$ cat config.mk
export PLATFORM = sky130hd
export DESIGN_NAME = scarv_soc_periph_timer_flat
export DESIGN_NICKNAME = d
export VERILOG_FILES = /design/src/rtl/scarv_soc_periph_timer_if.sv /design/src/rtl/scarv_soc_periph_timer.sv /design/src/flat_wrapper.sv
export SDC_FILE = /design/constraint.sdc
export NUM_CORES = 1
export LEC_CHECK = 0
export ABC_AREA = 1
export BUFFER_PORTS_ARGS = -buffer_cell sky130_fd_sc_hd__buf_2
export CAP_MARGIN = 30
export CORE_MARGIN = 10
export CORE_UTILIZATION = 35
export DETAILED_ROUTE_END_ITERATION = 16
export SYNTH_ARGS = -nofsm -noshare
export SYNTH_HDL_FRONTEND = slang
export SYNTH_SLANG_ARGS = --single-unit
export TNS_END_PERCENT = 20
$ cat constraint.sdc
create_clock -name g_clk -period 2 [get_ports g_clk]
set_input_delay 0.4 -clock g_clk [delete_from_list [all_inputs] [get_ports g_clk]]
set_output_delay 0.4 -clock g_clk [all_outputs]
set_load 0.02 [all_outputs]
$ cat src/rtl/scarv_soc_periph_timer_if.sv
// Memory interface between the core complex (master) and a peripheral responder (slave).
interface scarv_soc_periph_timer_if;
  logic        req;
  logic        gnt;
  logic        wen;
  logic [3:0]  strb;
  logic [31:0] addr;
  logic [31:0] wdata;
  logic [31:0] rdata;
  logic        error;

  modport master (
    output req, wen, strb, addr, wdata,
    input  gnt, rdata, error
  );

  modport slave (
    input  req, wen, strb, addr, wdata,
    output gnt, rdata, error
  );
endinterface

$ cat src/rtl/scarv_soc_periph_timer.sv
// Memory-mapped 32-bit down-counting timer with prescaler, auto-reload and level interrupt.
module scarv_soc_periph_timer #(
  parameter logic [31:0] BASE       = 32'h1000_2000,
  parameter int unsigned PRESCALE_W = 16
) (
  input  logic                       g_clk,
  input  logic                       g_resetn,
  output logic                       g_clk_req,
  scarv_soc_periph_timer_if.slave    memif,
  output logic                       int_timer
);

  logic                  gnt_q, resp_q, error_q;
  logic [31:0]           rdata_q, rdata_d;
  logic                  en_q, en_d, ie_q, ie_d, ar_q, ar_d;
  logic                  pend_q, pend_d;
  logic [PRESCALE_W-1:0] prescale_q, prescale_d, pcnt_q, pcnt_d;
  logic [31:0]           count_q, count_d, reload_q, reload_d;
  logic                  int_q;

  logic       fire, wr, rd, bad, tick, expire;
  logic       sel_ctrl, sel_status, sel_pre, sel_count, sel_reload;
  logic [5:0] off;

  // Window decode is done by the interconnect; only the word offset matters here.
  logic unused_addr;
  assign unused_addr = ^{memif.addr[31:8] ^ BASE[31:8], memif.addr[1:0]};

  function automatic logic [31:0] merge(input logic [31:0] old, input logic [31:0] wd,
                                        input logic [3:0] strb);
    logic [31:0] res;
    res = old;
    for (int i = 0; i < 4; i++) begin
      if (strb[i]) res[8*i +: 8] = wd[8*i +: 8];
    end
    return res;
  endfunction

  assign off        = memif.addr[7:2];
  assign fire       = memif.req & gnt_q;
  assign wr         = fire & memif.wen;
  assign rd         = fire & ~memif.wen;
  assign sel_ctrl   = (off == 6'd0);
  assign sel_status = (off == 6'd1);
  assign sel_pre    = (off == 6'd2);
  assign sel_count  = (off == 6'd3);
  assign sel_reload = (off == 6'd4);
  assign bad        = (off > 6'd4);

  assign tick   = en_q & (pcnt_q == prescale_q);
  assign expire = tick & (count_q == 32'd0);

  // Next-state for all timer registers; CPU writes take priority over tick effects,
  // except that a PEND set beats a concurrent write-1-clear.
  always_comb begin
    en_d       = en_q;
    ie_d       = ie_q;
    ar_d       = ar_q;
    pend_d     = pend_q;
    prescale_d = prescale_q;
    count_d    = count_q;
    reload_d   = reload_q;
    pcnt_d     = pcnt_q;

    if (!en_q || tick) pcnt_d = '0;
    else               pcnt_d = pcnt_q + PRESCALE_W'(1);

    if (tick) begin
      if (count_q != 32'd0) count_d = count_q - 32'd1;
      else if (ar_q)        count_d = reload_q;
    end
    if (expire && !ar_q) en_d = 1'b0;

    if (wr && sel_ctrl && memif.strb[0]) begin
      en_d = memif.wdata[0];
      ie_d = memif.wdata[1];
      ar_d = memif.wdata[2];
    end
    if (wr && sel_status && memif.strb[0] && memif.wdata[0]) pend_d = 1'b0;
    if (expire) pend_d = 1'b1;
    if (wr && sel_pre) begin
      prescale_d = PRESCALE_W'(merge(32'(prescale_q), memif.wdata, memif.strb));
      pcnt_d     = '0;
    end
    if (wr && sel_count) begin
      count_d = merge(count_q, memif.wdata, memif.strb);
      pcnt_d  = '0;
    end
    if (wr && sel_reload) reload_d = merge(reload_q, memif.wdata, memif.strb);
  end

  // Read mux; returns the pre-update register value of the request cycle.
  always_comb begin
    rdata_d = '0;
    if (rd) begin
      unique case (1'b1)
        sel_ctrl:   rdata_d = {29'd0, ar_q, ie_q, en_q};
        sel_status: rdata_d = {31'd0, pend_q};
        sel_pre:    rdata_d = 32'(prescale_q);
        sel_count:  rdata_d = count_q;
        sel_reload: rdata_d = reload_q;
        default:    rdata_d = '0;
      endcase
    end
  end

  // Timer state registers.
  always_ff @(posedge g_clk or negedge g_resetn) begin
    if (!g_resetn) begin
      en_q       <= 1'b0;
      ie_q       <= 1'b0;
      ar_q       <= 1'b0;
      pend_q     <= 1'b0;
      prescale_q <= '0;
      pcnt_q     <= '0;
      count_q    <= '0;
      reload_q   <= '0;
      int_q      <= 1'b0;
    end else begin
      en_q       <= en_d;
      ie_q       <= ie_d;
      ar_q       <= ar_d;
      pend_q     <= pend_d;
      prescale_q <= prescale_d;
      pcnt_q     <= pcnt_d;
      count_q    <= count_d;
      reload_q   <= reload_d;
      int_q      <= pend_q & ie_q;
    end
  end

  // Bus grant and one-cycle response registers.
  always_ff @(posedge g_clk or negedge g_resetn) begin
    if (!g_resetn) begin
      gnt_q   <= 1'b0;
      resp_q  <= 1'b0;
      rdata_q <= '0;
      error_q <= 1'b0;
    end else begin
      gnt_q   <= 1'b1;
      resp_q  <= fire;
      rdata_q <= rdata_d;
      error_q <= fire & bad;
    end
  end

  assign memif.gnt   = gnt_q;
  assign memif.rdata = rdata_q;
  assign memif.error = error_q;
  assign int_timer   = int_q;
  assign g_clk_req   = en_q | memif.req | resp_q;

endmodule
$ cat src/flat_wrapper.sv
// flat-port wrapper written by rule: the top's interface ports become plain ports
module scarv_soc_periph_timer_flat 
#(
  parameter logic [31:0] BASE       = 32'h1000_2000,
  parameter int unsigned PRESCALE_W = 16
)
  (g_clk, g_resetn, g_clk_req, int_timer, memif_req, memif_wen, memif_strb, memif_addr, memif_wdata, memif_gnt, memif_rdata, memif_error);
  scarv_soc_periph_timer_if memif_i ();
  input  logic g_clk;
  input  logic g_resetn;
  output logic g_clk_req;
  output logic int_timer;
  input wire logic [$bits(memif_i.req)-1:0] memif_req;
  input wire logic [$bits(memif_i.wen)-1:0] memif_wen;
  input wire logic [$bits(memif_i.strb)-1:0] memif_strb;
  input wire logic [$bits(memif_i.addr)-1:0] memif_addr;
  input wire logic [$bits(memif_i.wdata)-1:0] memif_wdata;
  output wire logic [$bits(memif_i.gnt)-1:0] memif_gnt;
  output wire logic [$bits(memif_i.rdata)-1:0] memif_rdata;
  output wire logic [$bits(memif_i.error)-1:0] memif_error;
  assign memif_i.req = memif_req;
  assign memif_i.wen = memif_wen;
  assign memif_i.strb = memif_strb;
  assign memif_i.addr = memif_addr;
  assign memif_i.wdata = memif_wdata;
  assign memif_gnt = memif_i.gnt;
  assign memif_rdata = memif_i.rdata;
  assign memif_error = memif_i.error;
  scarv_soc_periph_timer #(.BASE(BASE), .PRESCALE_W(PRESCALE_W)) u_core (.g_clk(g_clk), .g_resetn(g_resetn), .g_clk_req(g_clk_req), .memif(memif_i), .int_timer(int_timer));
endmodule
==> qor.yml <==
timing:
  worstMarginPinSlew_ns: 0.5074
  period_share: 0.9284
  tns_ns: 0
  maxSlewHeadroom: 0.6617
  post-route-min-period_ns: 1.857
  setup_viol: 0
  finalHoldViolCount: 0
  rsz0062_at_grt: "yes"
  clock.fmax_mhz: 538.5
  slew_viol_final: 0
  fin_skew_ns: 0.01249
global_routing:
  grt_pass1_vias: 7395
  track_usage: 0.1703
  grt_pass1_wl_mm: 39.18
  overflow: 0
  grt_max_degree: 56
  antenna_found_initial: 1
setup_path:
  slowest_stage: "dfrtp_1"
  critPathMaxStageDelay_ns: 0.41
  crit_path_end_kind: "flop"
  cp_top_family: "simple AND/OR/NAND/NOR gates"
  worst_ep_arrival_time_ns: 2.17
  crit_required_ns: 2.32
  worst_path_most_repeated_cell: "nand2_1"
  path_cells: "nor2_1, nand2_1, nor2_1, nand2_1, o21ai_0, nand3_1, nand3_1, nand2_1, nand2_1, nand2_1"
  crit_path_max_fanout: 4
  worstSetupPathType: "reg2reg"
  start_kind: "flop"
  crit_buf_inv: 0
cts:
  cts_buffers: 17
  cts_tree: "built"
  cts_root_buf: "clkbuf_16"
  htreeDepth: 4
  cts_buffer_depth: 2
  worst_skew_pair.late_latency_ns: 0.43
  cts.clk_slew.worst_paths_ns: 0.07
  cts_sinks: 136
power:
  power_density_nw_per_um2: 651.6
  power_uw: 6381
  max-vdd-ir-drop_uv: 385.3
  p_int_uw: 4759
  power_frac_seq: 0.447
  sw_frac_of_total: 0.2542
  p_sw_uw: 1622
  p_comb_frac: 0.070
  cellLeakagePower_uw: 0.005165
  p_clk_frac: 0.483
floorplanning:
  die_h_um: 170.0
  initial_core_util: 0.3587
  fp.coreArea_um2: 21960
  die_x_um: 170.0
  ios: 108
  fp.dieArea_um2: 28900
  rows: 54
routing:
  wl_met1_mm: 11.48
  wire_per_inst_um: 15.35
  dr.max_layer_used: "met4"
  routed_via_density: 4.769
  num_vias: 7407
  drt_iter0_drc: 520
  wl_met2_mm: 11.17
  drc_errors: 0
  drt_wl_total_mm: 23.84
  ant_nets: 0
  first_pass_iters: 5
  routed-wl-met3_um: 881
cells_and_area:
  final_cell_mix: "nand2_1 (381), dfrtp_1 (135), inv_1 (131), nor2_1 (117), nand3_1 (86)"
  fin_util: 0.4460
  nets: 1334
  drive_above_1_share: 0.2099
  syn_to_final_growth_pct: 24.34
  final_common_cell: "nand2_1"
placement:
  hpwl_mm: 18.60
  globalplace.congestion: 0.9351
  io_buffers: 81
yosys:
  ys_ff_latch: 136
  seq_area_frac_synth: 0.4321
  synth_nets: 1181
  synthCells: 1106
  synthTopCellsByArea: "dfrtp_1 (43%), nand2_1 (18%), inv_1 (6.3%), nor2_1 (6.1%), nand3_1 (5.5%)"
  syn_avg_cell_area_um2: 7.121
  synthesis.area_um2: 7876
  yosysTopAreaCellShare: 0.4321
  yosys_warnings: 0
  synth_cell_types: 40
  synth_top_cell_by_area: "dfrtp_1"
run:
  cap_violations: 0
run_status:
  status: "completed"
hold_path:
  hp-class: "in2reg"
## cell usage after synthesis
cell	n
nand3_2	1
nand2_4	4
inv_1	133
o22ai_1	4
inv_2	10
nor2_4	6
nor2_2	9
nand3b_1	1
buf_2	18
ha_1	3
xor2_1	16
dfrtp_1	136
o211ai_1	2
o21ai_2	9
o221ai_1	9
clkbuf_1	4
buf_6	5
or2_1	1
nand3_1	87
a21oi_1	19
nand4_1	7
o21ai_0	52
a22oi_1	18
nand2_1	384
a21boi_0	1
nor2_1	127
o21ai_1	4
xnor2_1	1
nor4_1	1
conb_1	1
a31oi_1	1
buf_1	2
nand2_2	4
a41oi_1	2
nor3_2	5
mux2_2	5
nor3_1	9
nor3b_1	1
nand3b_2	2
nand3_4	2
## cells by family after synthesis
| group | after synthesis | share of synthesized area |
|---|---|---|
| flip-flops | 136 | 0.4321 |
| buffers and inverters | 172 | 0.08960 |
| XOR/XNOR | 17 | 0.01890 |
| AND/OR/NAND/NOR | 651 | 0.3531 |
| other | 1 | 0.0004761 |
| adder cells (fa/ha/maj) | 3 | 0.004766 |
| multiplexers | 5 | 0.007148 |
| AO/OA/AOI/OAI | 121 | 0.09389 |
## repair_timing
item                                    4_1_cts  5_1_grt
buffers inserted                              0        3
resized for setup                             0       26
endpoints found under the hold margin        33        0
hold buffers                                  1        0
endpoints found under the setup margin        0       35
## worst register-to-register path: stages, from the launching register on
cell and delay (ns):
dfrtp_1 0.41, nor2_1 0.23, nand2_1 0.12, nor2_1 0.22, nand2_1 0.19, o21ai_0 0.23
nand3_1 0.12, nand3_1 0.09, nand2_1 0.06, nand2_1 0.05, nand2_1 0.04
## layer usage
layer,GRT usage,up-vias
li1,-,3804
met1,0.2288,3435
met2,0.2739,147
met3,0.03216,21
met4,0.04729,0
met5,0,-
## state kept, by name (all words and copies together) (netlist names)
| signal | flops |
|---|---|
| u_core.en_q | 1 |
| u_core.prescale_q | 16 |
| u_core.memif.error | 1 |
| u_core.ar_q | 1 |
| u_core.memif.gnt | 1 |
| u_core.count_q | 32 |
| u_core.ie_q | 1 |
| u_core.memif.rdata | 32 |
| u_core.pend_q | 1 |
| u_core.resp_q | 1 |
| u_core.int_timer | 1 |
| u_core.pcnt_q | 16 |
| u_core.reload_q | 32 |
## stage by stage
stage / setup slack (ns) / instances / hold WS, ns / area [um2]
after global routing: -0.01094 / 1553 / 0.2399 / 9793
after detailed placement: 0.06781 / 1516 / 0.3334 / 9099
after floorplan: 0.2464 / 1106 / 0.1044 / 7876
after global placement: 0.09787 / 1516 / 0.3343 / 9099
final: 0.1432 / 1553 / 0.2240 / 9793
after CTS: 0.04566 / 1549 / 0.2122 / 9683
## power groups by stage
| stage | Sequential (uW) | Combinational (uW) | Clock, uW |
|---|---|---|---|
| final | 2850 | 445 | 3080 |
| after global routing | 2860 | 508 | 3270 |
| after CTS | 2850 | 442 | 3150 |
| after detailed placement | 2900 | 440 | 0 |
| after global placement | 2900 | 433 | 0 |
| after floorplan | 2900 | 193 | 0 |
## worst paths after layout
| kind | startpoint | end | cells past startpoint | slack, ns |
|---|---|---|---|---|
| setup / recovery | u_core.count_q[3] | u_core.count_q[26] | 10 | 0.14 |
| hold / removal | memif_wdata[16] | u_core.reload_q[16] | 2 | 0.22 |
| setup reg to reg | u_core.count_q[3] | u_core.count_q[26] | 10 | 0.14 |
| hold reg to reg | u_core.pcnt_q[0] | u_core.pcnt_q[0] | 1 | 0.49 |
| max in group asynchronous | g_resetn | u_core.count_q[27] | 3 | 0.92 |
| min in group asynchronous | g_resetn | u_core.memif.rdata[14] | 2 | 0.43 |
## layout make-up
class / count / area, um2
antenna: 1 / 2.502
clock buffer: 20 / 456.7
clock inverter: 12 / 117.6
fill: 2234 / 12170
inverter: 143 / 536.8
multi-input combinational: 798 / 3850
sequential: 136 / 3405
tap: 280 / 350.3
timing repair buffer: 163 / 1075
Power figures use the tool's default switching activity.
